File: src/rtl/mem_port_arbiter.sv
// Round-robin I/D port arbiter in front of a run-length-compressed memory port.
// Loads are expanded into a block buffer and streamed out; stores forward one word.
module mem_port_arbiter #(
  parameter int BLOCK_WORDS = 8,
  parameter int MAX_WAIT    = 255
) (
  input  logic                           CLK,
  input  logic                           RESET,
  input  logic                           REQ_I,
  input  logic                           REQ_D,
  input  logic                           WE_I,
  input  logic                           WE_D,
  input  logic [31:0]                    ADDR_I,
  input  logic [31:0]                    ADDR_D,
  input  logic [31:0]                    WDATA_I,
  input  logic [31:0]                    WDATA_D,
  output logic                           GNT_I,
  output logic                           GNT_D,
  output logic                           RVALID_I,
  output logic                           RVALID_D,
  output logic [$clog2(BLOCK_WORDS)-1:0] RIDX,
  output logic [31:0]                    RDATA,
  output logic                           DONE_I,
  output logic                           DONE_D,
  output logic                           ERR,
  output logic                           MEM_VALID,
  output logic                           MEM_LOAD,
  output logic                           MEM_STORE,
  output logic [31:0]                    MEM_ADDR,
  output logic [31:0]                    MEM_WDATA,
  input  logic                           MEM_READY,
  input  logic                           MEM_RUN_VALID,
  input  logic [31:0]                    MEM_RUN_BASE,
  input  logic [3:0]                     MEM_RUN_LEN,
  output logic                           MEM_RUN_ACK,
  input  logic                           MEM_WACK
);

  localparam int IW = $clog2(BLOCK_WORDS);
  localparam int CW = 6;
  localparam int WW = $clog2(MAX_WAIT + 1) + 1;
  localparam logic [31:0]   ALIGN_MASK = ~(32'(BLOCK_WORDS) - 32'd1);
  localparam logic [WW-1:0] WAIT_LAST  = WW'(MAX_WAIT - 1);
  localparam logic [IW-1:0] IDX_LAST   = IW'(BLOCK_WORDS - 1);

  localparam logic [2:0] S_IDLE   = 3'd0;
  localparam logic [2:0] S_CMD    = 3'd1;
  localparam logic [2:0] S_RUNS   = 3'd2;
  localparam logic [2:0] S_STREAM = 3'd3;
  localparam logic [2:0] S_WRITE  = 3'd4;

  logic [2:0]    state_r;
  logic          last_d_r, port_d_r;
  logic          gnt_i_r, gnt_d_r, rvalid_i_r, rvalid_d_r, done_i_r, done_d_r, err_r;
  logic          mem_valid_r, mem_load_r, mem_store_r;
  logic [31:0]   mem_addr_r, mem_wdata_r, rdata_r;
  logic [IW-1:0] ridx_r;
  logic [CW-1:0] fp_r;
  logic [WW-1:0] wcnt_r;
  logic [31:0]   buf_r      [BLOCK_WORDS];
  logic [31:0]   buf_next_s [BLOCK_WORDS];

  logic          win_d_s, sel_we_s, run_fire_s, clip_s;
  logic [31:0]   sel_addr_s, sel_wdata_s;
  logic [CW-1:0] room_s, len_ext_s, len_eff_s, fp_end_s;
  logic [IW-1:0] ridx_nxt_s;

  assign run_fire_s  = MEM_RUN_VALID && (state_r == S_RUNS);
  assign MEM_RUN_ACK = run_fire_s;
  assign ridx_nxt_s  = ridx_r + IW'(1);

  // Winner selection: a tie goes to the port that was not granted last
  always_comb begin
    win_d_s = REQ_D && (!REQ_I || !last_d_r);
    if (win_d_s) begin
      sel_we_s    = WE_D;
      sel_addr_s  = ADDR_D;
      sel_wdata_s = WDATA_D;
    end else begin
      sel_we_s    = WE_I;
      sel_addr_s  = ADDR_I;
      sel_wdata_s = WDATA_I;
    end
  end

  // Run expansion: clip the run to the space left and compute the post-write buffer
  always_comb begin
    room_s    = CW'(BLOCK_WORDS) - fp_r;
    len_ext_s = CW'(MEM_RUN_LEN);
    clip_s    = len_ext_s > room_s;
    if (clip_s) begin
      len_eff_s = room_s;
    end else begin
      len_eff_s = len_ext_s;
    end
    fp_end_s = fp_r + len_eff_s;
    for (int k = 0; k < BLOCK_WORDS; k++) begin
      if (run_fire_s && (CW'(k) >= fp_r) && (CW'(k) < fp_end_s)) begin
        buf_next_s[k] = MEM_RUN_BASE;
      end else begin
        buf_next_s[k] = buf_r[k];
      end
    end
  end

  // Block buffer storage; intentionally survives reset
  always_ff @(posedge CLK) begin
    buf_r <= buf_next_s;
  end

  // Control FSM and registered outputs
  always_ff @(posedge CLK) begin
    if (RESET) begin
      state_r     <= S_IDLE;
      last_d_r    <= 1'b1;
      port_d_r    <= 1'b0;
      gnt_i_r     <= 1'b0;
      gnt_d_r     <= 1'b0;
      rvalid_i_r  <= 1'b0;
      rvalid_d_r  <= 1'b0;
      done_i_r    <= 1'b0;
      done_d_r    <= 1'b0;
      err_r       <= 1'b0;
      mem_valid_r <= 1'b0;
      mem_load_r  <= 1'b0;
      mem_store_r <= 1'b0;
      mem_addr_r  <= 32'd0;
      mem_wdata_r <= 32'd0;
      rdata_r     <= 32'd0;
      ridx_r      <= '0;
      fp_r        <= '0;
      wcnt_r      <= '0;
    end else begin
      gnt_i_r  <= 1'b0;
      gnt_d_r  <= 1'b0;
      done_i_r <= 1'b0;
      done_d_r <= 1'b0;
      case (state_r)
        S_IDLE: begin
          wcnt_r <= '0;
          if (REQ_I || REQ_D) begin
            port_d_r    <= win_d_s;
            last_d_r    <= win_d_s;
            gnt_i_r     <= !win_d_s;
            gnt_d_r     <= win_d_s;
            mem_valid_r <= 1'b1;
            mem_load_r  <= !sel_we_s;
            mem_store_r <= sel_we_s;
            mem_addr_r  <= sel_we_s ? sel_addr_s : (sel_addr_s & ALIGN_MASK);
            mem_wdata_r <= sel_we_s ? sel_wdata_s : 32'd0;
            state_r     <= S_CMD;
          end
        end
        S_CMD: begin
          if (mem_valid_r && MEM_READY) begin
            mem_valid_r <= 1'b0;
            mem_load_r  <= 1'b0;
            mem_store_r <= 1'b0;
            wcnt_r      <= '0;
            fp_r        <= '0;
            state_r     <= mem_store_r ? S_WRITE : S_RUNS;
          end else if (wcnt_r == WAIT_LAST) begin
            mem_valid_r <= 1'b0;
            mem_load_r  <= 1'b0;
            mem_store_r <= 1'b0;
            err_r       <= 1'b1;
            done_i_r    <= !port_d_r;
            done_d_r    <= port_d_r;
            wcnt_r      <= '0;
            state_r     <= S_IDLE;
          end else begin
            wcnt_r <= wcnt_r + WW'(1);
          end
        end
        S_RUNS: begin
          if (run_fire_s) begin
            wcnt_r <= '0;
            if ((MEM_RUN_LEN == 4'd0) || clip_s) begin
              err_r <= 1'b1;
            end
            if (fp_end_s == CW'(BLOCK_WORDS)) begin
              fp_r       <= '0;
              ridx_r     <= '0;
              rdata_r    <= buf_next_s[0];
              rvalid_i_r <= !port_d_r;
              rvalid_d_r <= port_d_r;
              state_r    <= S_STREAM;
            end else begin
              fp_r <= fp_end_s;
            end
          end else if (wcnt_r == WAIT_LAST) begin
            err_r    <= 1'b1;
            done_i_r <= !port_d_r;
            done_d_r <= port_d_r;
            wcnt_r   <= '0;
            fp_r     <= '0;
            state_r  <= S_IDLE;
          end else begin
            wcnt_r <= wcnt_r + WW'(1);
          end
        end
        S_STREAM: begin
          if (ridx_r == IDX_LAST) begin
            rvalid_i_r <= 1'b0;
            rvalid_d_r <= 1'b0;
            ridx_r     <= '0;
            rdata_r    <= 32'd0;
            state_r    <= S_IDLE;
          end else begin
            ridx_r  <= ridx_nxt_s;
            rdata_r <= buf_r[ridx_nxt_s];
            if (ridx_nxt_s == IDX_LAST) begin
              done_i_r <= !port_d_r;
              done_d_r <= port_d_r;
            end
          end
        end
        S_WRITE: begin
          // DONE is already showing the acknowledge; leave on the following edge
          if (done_i_r || done_d_r) begin
            wcnt_r  <= '0;
            state_r <= S_IDLE;
          end else if (MEM_WACK) begin
            done_i_r <= !port_d_r;
            done_d_r <= port_d_r;
          end else if (wcnt_r == WAIT_LAST) begin
            err_r    <= 1'b1;
            done_i_r <= !port_d_r;
            done_d_r <= port_d_r;
            wcnt_r   <= '0;
            state_r  <= S_IDLE;
          end else begin
            wcnt_r <= wcnt_r + WW'(1);
          end
        end
        default: begin
          state_r <= S_IDLE;
        end
      endcase
    end
  end

  assign GNT_I     = gnt_i_r;
  assign GNT_D     = gnt_d_r;
  assign RVALID_I  = rvalid_i_r;
  assign RVALID_D  = rvalid_d_r;
  assign RIDX      = ridx_r;
  assign RDATA     = rdata_r;
  assign DONE_I    = done_i_r;
  assign DONE_D    = done_d_r;
  assign ERR       = err_r;
  assign MEM_VALID = mem_valid_r;
  assign MEM_LOAD  = mem_load_r;
  assign MEM_STORE = mem_store_r;
  assign MEM_ADDR  = mem_addr_r;
  assign MEM_WDATA = mem_wdata_r;

endmodule

File: config.mk
export PLATFORM = sky130hd
export DESIGN_NAME = mem_port_arbiter
export DESIGN_NICKNAME = d
export VERILOG_FILES = /design/src/rtl/mem_port_arbiter.sv
export SDC_FILE = /design/constraint.sdc
export NUM_CORES = 1
export LEC_CHECK = 0
export BUFFER_PORTS_ARGS = -buffer_cell sky130_fd_sc_hd__buf_2
export CORE_MARGIN = 2
export CORE_UTILIZATION = 50
export DETAILED_ROUTE_END_ITERATION = 7
export PLACE_DENSITY = 0.73
export SLEW_MARGIN = 0
export SYNTH_ARGS = -nofsm -noshare
export SYNTH_HDL_FRONTEND = slang
export SYNTH_SLANG_ARGS = --single-unit
File: constraint.sdc
create_clock -name CLK -period 9.6 [get_ports CLK]
set_clock_uncertainty 0.05 [all_clocks]
set_input_delay 1.92 -clock CLK [delete_from_list [all_inputs] [get_ports CLK]]
set_output_delay 1.92 -clock CLK [all_outputs]
set_load 0.01 [all_outputs]
# [Word level (Yosys, flattened, before mapping)]
# Cells that the tools add are included.
# Widths: inputs -> output; s select.
[totals] reg_bits=385 out_inout_bits=110 wordCells=194 inputBits=173
[op_classes] bitwise_logic=3 mux=77 add_sub_neg=4 n_eq_ne=21 magnitude_cmp=18 n_reduce_logical=44
[ops] cell="$mux 32" count=9
[ops] cell="$bmux 32 s3" count=1
[ops] cell="$pmux 32 s2" count=1
[ops] cell="$mux 9" count=5
[ops] cell="$mux 3" count=13
[ops] cell="$pmux 9 s4" count=1
[ops] cell="$mux 1" count=31
[ops] cell="$mux 6" count=5
[ops] cell="$ge 3x6->1 const A" count=4
[ops] cell="$lt 3x6->1 const A" count=4
[ops] cell="$logic_and 1x1->1" count=19
[ops] cell="$pmux 3 s5" count=1
[ops] cell="$ne 2x2->1 const B" count=7
[ops] cell="$ge 1x6->1 const A" count=2
[ops] cell="$ge 2x6->1 const A" count=2
[ops] cell="$lt 1x6->1 const A" count=2
[ops] cell="$lt 2x6->1 const A" count=2
[ops] cell="$pmux 6 s2" count=1
[ops] cell="$pmux 1 s2" count=5
[ops] cell="$add 9x1->9 const B" count=1
[ops] cell="$eq 3x3->1 const B" count=3
[ops] cell="$eq 9x8->1 const B" count=1
[ops] cell="$ne 3x2->1 const B" count=3
[ops] cell="$reduce_and 3->1" count=3
[ops] cell="26 further kinds" count=41

# [Logic depth before layout (Yosys ltp)]
# Gate-level depths: netlist of the first run.
[depth] word_depth=10 ltp_mapped=23 mapped_depth_nobuf=21

# [Least setup slack after synthesis of the first run]
# OpenSTA, ideal clock, no wires.
[synth_path] path_kind="input-to-reg" from="in MEM_RUN_LEN[1]" to="reg buf_r[160] (netlist name), enable pin" arrival_time_ns=7.009 slack_ns=2.061 n_path_buf=1 setup_ns=0.480 required_time_ns=9.070 path_stages=16 cell_sequence="ha_1 -> nor2b_1 -> o21ai_0 -> nand2b_1 -> a21oi_1 -> or3_1 -> clkbuf_1 -> o21ai_0 -> ha_1 -> inv_1 -> fa_1 -> nor2b_1 -> nor2_1 -> a21oi_1 -> o32ai_1 -> a311oi_1"
[synth_via] elab_chain_len=5
[synth_rtl] item="from (decl)" line_no="34" text="input logic [3:0] MEM_RUN_LEN,"
[synth_rtl] item="$gt 4x6->1" line_no="90" text="clip_s = len_ext_s > room_s;"
[synth_rtl] item="$mux 6 (*)" line_no="91" text="if (clip_s) begin"
[synth_rtl] item="$add 6x6->6 (*)" line_no="96" text="fp_end_s = fp_r + len_eff_s;"
[synth_rtl] item="$lt 2x6->1 (*)" line_no="98" text="if (run_fire_s && (CW'(k) >= fp_r) && (CW'(k) < fp_end_s)) begin"
[synth_rtl] item="$logic_and 1x1->1 (*)" line_no="98"
[synth_rtl] item="to (signal assigned)" line_no="108" text="buf_r <= buf_next_s;"
[synth_rtl] item="to (decl)" line_no="60" text="logic [31:0] buf_r [BLOCK_WORDS];"
# Mark *: on every way between the ends. The rest lies on a longest branch, timed or not.
# A chain may end at the register's enable or synchronous reset.

==> impl_metrics.py, run 1 <==
metrics = {
    "outcome": {
        "status": "complete, no violations",
    },
    "logic_synthesis": {
        "synthCells": 1129,
        "synth_common_cells": "edfxtp_1 (224), dfxtp_1 (161), nor2_1 (129), mux2i_1 (97), mux4_2 (64)",
        "async_flop_share": 0,
        "synth-main-ff-cell": "edfxtp_1",
        "syn_nets": 1319,
        "synth_compound_area_frac": 0.0779,
        "synth-xor-area-share": 0.00714,
        "synth_area_leaders": "edfxtp_1 (42%), dfxtp_1 (20%), mux4_2 (9.0%)",
        "yosysUniqueCellTypes": 56,
        "synth_top_area_cell": "edfxtp_1",
        "yosys_warnings": 0,
        "yosysSeqAreaShare": 0.624,
        "synthAdderAreaFrac": 0.0138,
        "ys_ff_latch": 385,
        "avgSynthCellArea_um2": 14.1,
        "netlist_area_mm2": 0.0160,
        "yosys.area_share.simple": 0.0728,
        "synth_mux_area_frac": 0.182,
        "synth_most_common_cell": "edfxtp_1",
        "synth-edff-count": 224,
        "synth_top_family_by_area": "multiplexers",
        "netlist.area_leader.share": 0.422,
    },
    "clock_tree": {
        "cts_tree": "built",
        "cts.clk_slew.worst_paths_ns": 0.06,
        "cts_resized": 0,
        "cts_hold_buf": 0,
        "insertion_delay_ns": 0.53,
        "post_cts_buffers": 0,
        "cts_sinks": 385,
        "cts_buffers": 40,
        "h-tree-depth": 2,
        "root_buffer": "clkbuf_16",
        "clock_path_buffers": 3,
    },
    "sta": {
        "worst_slew_pin_slew_ns": 1.22,
        "fin_crit_sh": 0.687,
        "rsz0062_at_grt": "no",
        "fmax_ghz": 0.152,
        "tns_ns": 0,
        "drv_slew": 0,
        "timing.hold.ws_ns": 0.398,
        "setup_violations": 0,
        "fin_ws_ns": 3.00,
        "period_minus_slack_ns": 6.60,
        "hold_viol_final": 0,
        "relSlewSlack": 0.189,
    },
    "floorplanning": {
        "die_width_um": 183,
        "row_count": 65,
        "die_y_um": 183,
        "initial_core_util": 0.507,
        "die-area_mm2": 0.0334,
        "io_pins": 283,
        "coreArea_mm2": 0.0315,
    },
    "global_route": {
        "grt_start_max_net_pins": 91,
        "track_usage": 0.225,
        "antenna_found_initial": 5,
        "gr-total-overflow": 0,
        "first_global_vias": 10600,
        "grt_pass1_wl_mm": 58.4,
    },
    "detailed_routing": {
        "via_per_inst": 5.66,
        "wirelength_mm": 37.1,
        "drtPass1Iterations": 5,
        "wl_per_cell_um": 20.3,
        "drt-initial-drc-count": 767,
        "ant_nets": 0,
        "drt_drc_violations_left": 0,
        "vias": 10400,
    },
    "power": {
        "static-leakage-power_nw": 7.37,
        "power_density_mw_per_mm2": 202,
        "netSwitchingFraction": 0.234,
        "finalPower_mw": 3.87,
        "netSwitchingPower_mw": 0.905,
        "seqPwrFrac": 0.491,
        "clockPowerShare": 0.400,
        "power_frac_comb": 0.108,
        "ir_drop_v": 0.000126,
        "p_int_mw": 2.97,
    },
    "setup_path": {
        "cp-end-kind": "flop",
        "cp_max_fo": 24,
        "required_ns": 9.96,
        "critPathArrivalTime_ns": 6.96,
        "crit_type": "primary input to flop",
        "start_kind": "primary input",
    },
    "worst_hold_path": {
        "hp-class": "flop to flop",
    },
    "final_layout": {
        "fill_cells": 2417,
        "syn2layout_area_growth_pct": 20.4,
        "instances_no_fill": 1830,
        "drive_gt1_frac": 0.339,
        "nNetsFinal": 1584,
    },
    "placement": {
        "place_hpwl_mm": 23.6,
        "port_buffers": 282,
        "post-place-ws_ns": 2.51,
        "place_congestion": 0.910,
        "placed_cells": 1754,
    },
    "run": {
        "drv_cap": 0,
    },
}
[placed cells by master (no fill, tap or decap), types with 6 or more instances in the layout]
master     Yosys  layout
xor2_1         8       8
clkbuf_1      55       9
dfxtp_1      161     160
buf_4          0      17
nand2_1       28      28
or3_1          6       6
nor2b_1        9       8
mux4_2        64      64
inv_1         13      13
edfxtp_1     224     224
buf_2          4     282
a21oi_1       59      58
clkinv_2       0       7
ha_1          16      14
clkbuf_8       0       7
nor3_1        45      44
mux2i_1       97      96
mux2_4        30      30
nand2b_1      11      11
a211oi_1      32      32
clkbuf_16      0      41
nor2_1       129     127
o21ai_0       13      12
a221o_1       32      32
[stage by stage]
stage | util | area, um2
after CTS | 0.610 | 19200
final | 0.610 | 19200
after detailed placement | 0.567 | 17900
after global routing | 0.610 | 19200
after floorplan | - | 16000
after global placement | 0.567 | 17900
[routing by layer]
metal,share of wire,GRT usage,vias to the layer above
li1,-,-,4857
met1,0.44,0.303,5137
met2,0.49,0.373,300
met3,0.053,0.0445,61
met4,0.018,0.0606,6
met5,0.0011,0,-
[final cells by class]
type,count,area (um2),share of cell area
inverters,14,52.6,0.00274
diodes,2,5.00,0.000261
repair buffers,299,1540,0.0801
well taps,402,503,0.0262
clock inverters,17,194,0.0101
multi-input cells,654,5800,0.302
flip-flops and latches,385,9950,0.518
clock buffers,57,1160,0.0602
[kinds of logic after synthesis]
logic type	count (synthesis)
fa+ha+maj	17
buf+inv	90
simple gates	256
xor+xnor	13
flops	385
compound gates	174
mux	194
[state kept, by name (all words and copies together) (netlist names), 3 cells and up]
name,count
MEM_ADDR,32
MEM_WDATA,32
RDATA,32
RIDX,3
buf_r,256
fp_r,6
state_r,3
wcnt_r,9
[worst max-delay path, stage by stage]
cell      delay [ns]
buf_2           0.13
ha_1            0.29
nor2b_1         0.12
o21ai_0         0.07
nand2b_1        0.07
a21oi_1         0.08
or3_1           0.48
o21ai_0         0.20
ha_1            0.19
inv_1           0.05
fa_1            0.43
nand2b_1        0.20
a21oi_1         0.33
xnor2_1         0.17
o41ai_4         0.87
buf_4           0.60
mux2_2          0.41
a221o_1         0.31
[power by group through the flow]
stage,logic (mW),clock network [mW],registers [mW]
6_report,0.420,1.55,1.90
5_1_grt,0.458,1.65,1.91
4_1_cts,0.421,1.59,1.90
3_5_place_dp,0.419,0,1.93
3_3_place_gp,0.403,0,1.93
2_1_floorplan,0.264,0,1.93
[path summary, 6_finish.rpt]
path	slack (ns)	startpoint	cells past startpoint	endpoint
min	0.40	ERR$_SDFFE_PP0P_	2	ERR$_SDFFE_PP0P_
max reg2reg	3.47	fp_r[1]$_SDFFE_PP0P_	20	RDATA[31]$_SDFFE_PP0P_
max	3.00	MEM_RUN_LEN[1]	18	RDATA[31]$_SDFFE_PP0P_
min reg2reg	0.40	ERR$_SDFFE_PP0P_	2	ERR$_SDFFE_PP0P_
(Power assumes the default switching activity.)
==> run 2, diff against run 1 <==
--- a/config.mk
+++ b/config.mk
@@ -9,7 +9,7 @@
 export CORE_MARGIN = 2
 export CORE_UTILIZATION = 50
 export DETAILED_ROUTE_END_ITERATION = 7
-export PLACE_DENSITY = 0.73
+export PLACE_DENSITY = 0.75
 export SLEW_MARGIN = 0
 export SYNTH_ARGS = -nofsm -noshare
 export SYNTH_HDL_FRONTEND = slang
==> constraint.sdc (replaced) <==
create_clock -name CLK -period 5.8 [get_ports CLK]
set_clock_uncertainty 0.05 [all_clocks]
set_input_delay 1.16 -clock CLK [delete_from_list [all_inputs] [get_ports CLK]]
set_output_delay 1.16 -clock CLK [all_outputs]
set_load 0.01 [all_outputs]
==> run 2 against run 1 <==
  * Sequential share of layout area is 0.11 points lower
  * Die area stayed put
  * Largest power group unchanged
  * Via count increased by 0.38%
==> impl_metrics.py, run 2 (synthesized netlist as in run 1, its figures left out) <==
metrics = {
    "outcome": {
        "status": "complete, no violations",
    },
    "final_layout": {
        "nNetsFinal": 1585,
        "syn2layout_area_growth_pct": 20.6,
        "final_util": 0.611,
        "largest_reg_flops": 256,
        "top_register": "buf_r",
        "layout_commonest_cell": "buf_2",
        "instances_no_fill": 1831,
        "final_cell_mix": "buf_2 (282), edfxtp_1 (224), dfxtp_1 (160), nor2_1 (127), mux2i_1 (96)",
        "drive_gt1_frac": 0.339,
    },
    "setup_path": {
        "cp-end-kind": "flop",
        "r2r_setup_slack_ns": 0.38,
        "critPathArrivalTime_ns": 5.79,
        "required_ns": 6.17,
        "timing.rr.start": "fp_r[1]$_SDFFE_PP0P_",
        "cp_max_fo": 32,
        "start_kind": "flop",
        "r2r_end": "RDATA[0]$_SDFFE_PP0P_",
        "reg2reg_depth": 20,
        "crit_type": "flop to flop",
    },
    "clock_tree": {
        "root_buffer": "clkbuf_16",
        "clock_path_buffers": 3,
        "cts_resized": 0,
        "insertion_delay_ns": 0.53,
        "cts_tree": "built",
        "cts_buffers": 39,
        "h-tree-depth": 2,
        "cts_sinks": 385,
        "cts_hold_buf": 0,
        "post_cts_buffers": 0,
        "cts.clk_slew.worst_paths_ns": 0.06,
    },
    "floorplanning": {
        "row_count": 65,
        "coreArea_mm2": 0.0315,
        "initial_core_util": 0.507,
        "die_y_um": 183,
        "io_pins": 283,
        "die_width_um": 183,
        "die-area_mm2": 0.0334,
    },
    "power": {
        "power_density_mw_per_mm2": 329,
        "finalPower_mw": 6.33,
        "ir_drop_v": 0.000220,
        "static-leakage-power_nw": 7.37,
    },
    "placement": {
        "port_buffers": 282,
        "placed_cells": 1756,
        "place_hpwl_mm": 23.2,
        "place_congestion": 0.891,
    },
    "sta": {
        "fmax_ghz": 0.184,
        "rsz0062_at_grt": "no",
        "relSlewSlack": 0.196,
        "setup_violations": 0,
        "hold_viol_final": 0,
        "tns_ns": 0,
        "period_minus_slack_ns": 5.42,
        "drv_slew": 0,
        "worst_slew_pin_slew_ns": 1.21,
        "fin_crit_sh": 0.935,
    },
    "global_route": {
        "antenna_found_initial": 5,
        "grt_pass1_wl_mm": 57.8,
        "first_global_vias": 10500,
        "track_usage": 0.222,
        "gr-total-overflow": 0,
        "grt_start_max_net_pins": 90,
    },
    "worst_hold_path": {
        "hold-path-cell-count": 2,
        "min_to": "ERR$_SDFFE_PP0P_",
        "hp-class": "flop to flop",
        "hold_start": "ERR$_SDFFE_PP0P_",
    },
    "detailed_routing": {
        "vias": 10400,
        "drt_drc_violations_left": 0,
        "wl_per_cell_um": 20.3,
        "ant_nets": 0,
        "wirelength_mm": 37.2,
        "drt-initial-drc-count": 796,
        "via_per_inst": 5.68,
        "drtPass1Iterations": 5,
    },
    "run": {
        "drv_cap": 0,
    },
}
==> run 2: cell types whose count changed in the layout (fill, tap and decap cells not counted) <==
cell | before | now
clkinv_1 | 5 | 6
clkbuf_16 | 41 | 39
clkinv_4 | 0 | 1
buf_12 | 0 | 7
inv_6 | 0 | 2
clkbuf_1 | 9 | 8
buf_4 | 17 | 12
diode_2 | 2 | 3
clkbuf_8 | 7 | 4
==> run 2: area by class of cell <==
type	instances	area (um2)
clock inverter	21	224
antenna	3	7.51
timing repair buffer	301	1640
fill	2351	12200
tap	402	503
inverter	14	52.6
clock buffer	51	1060
sequential	385	9950
multi-input combinational	654	5800
==> run 2: power by group <==
part / leakage [nW] / switching [mW] / internal [mW]
logic: 3.41 / 0.367 / 0.335
registers: 3.33 / 0.0962 / 3.05
clock network: 0.628 / 1.04 / 1.44
total: 7.37 / 1.51 / 4.83
==> run 2: how the worst max path moves through the flow <==
stage | slack [ns] | cells past startpoint | to | startpoint
floorplan | -0.85 | 16 | buf_r[100]$_DFFE_PP_ | MEM_RUN_LEN[1]
global placement | 0.33 | 18 | RDATA[0]$_SDFFE_PP0P_ | MEM_RUN_LEN[1]
detailed placement | 0.25 | 18 | RDATA[31]$_SDFFE_PP0P_ | MEM_RUN_LEN[1]
CTS | 0.42 | 20 | RDATA[31]$_SDFFE_PP0P_ | fp_r[1]$_SDFFE_PP0P_
global route | 0.05 | 20 | RDATA[0]$_SDFFE_PP0P_ | fp_r[1]$_SDFFE_PP0P_
finish | 0.38 | 20 | RDATA[0]$_SDFFE_PP0P_ | fp_r[1]$_SDFFE_PP0P_
==> run 2: per-layer routing <==
metal / up-vias / global-route usage / part of all wire
met4: 4 / 0.0723 / 0.023
li1: 4866 / - / -
met2: 310 / 0.366 / 0.49
met3: 74 / 0.0465 / 0.061
met1: 5146 / 0.296 / 0.43
met5: - / 0 / 0.00081
==> run 2: critical path: stages (launching register included) <==
cell and delay [ns]:
dfxtp_1 0.54, inv_1 0.17, ha_1 0.32, inv_1 0.06, ha_1 0.29, nor2b_1 0.13, o21ai_0 0.08, nand2b_1 0.07
a21oi_1 0.07, or3_1 0.49, o21ai_0 0.24, ha_1 0.23, inv_1 0.07, fa_1 0.44, nand2b_1 0.19, a21oi_1 0.33
xnor2_1 0.16, o41ai_4 0.35, buf_12 0.34, mux2_2 0.39, a221o_1 0.31
==> run 2: stage by stage <==
step,area [um2],setup WS [ns],hold WS (ns)
floorplan,16000,-0.848,0.404
global placement,18000,0.328,0.384
detailed placement,18000,0.250,0.396
CTS,19200,0.417,0.405
global route,19200,0.0467,0.427
finish,19200,0.378,0.404
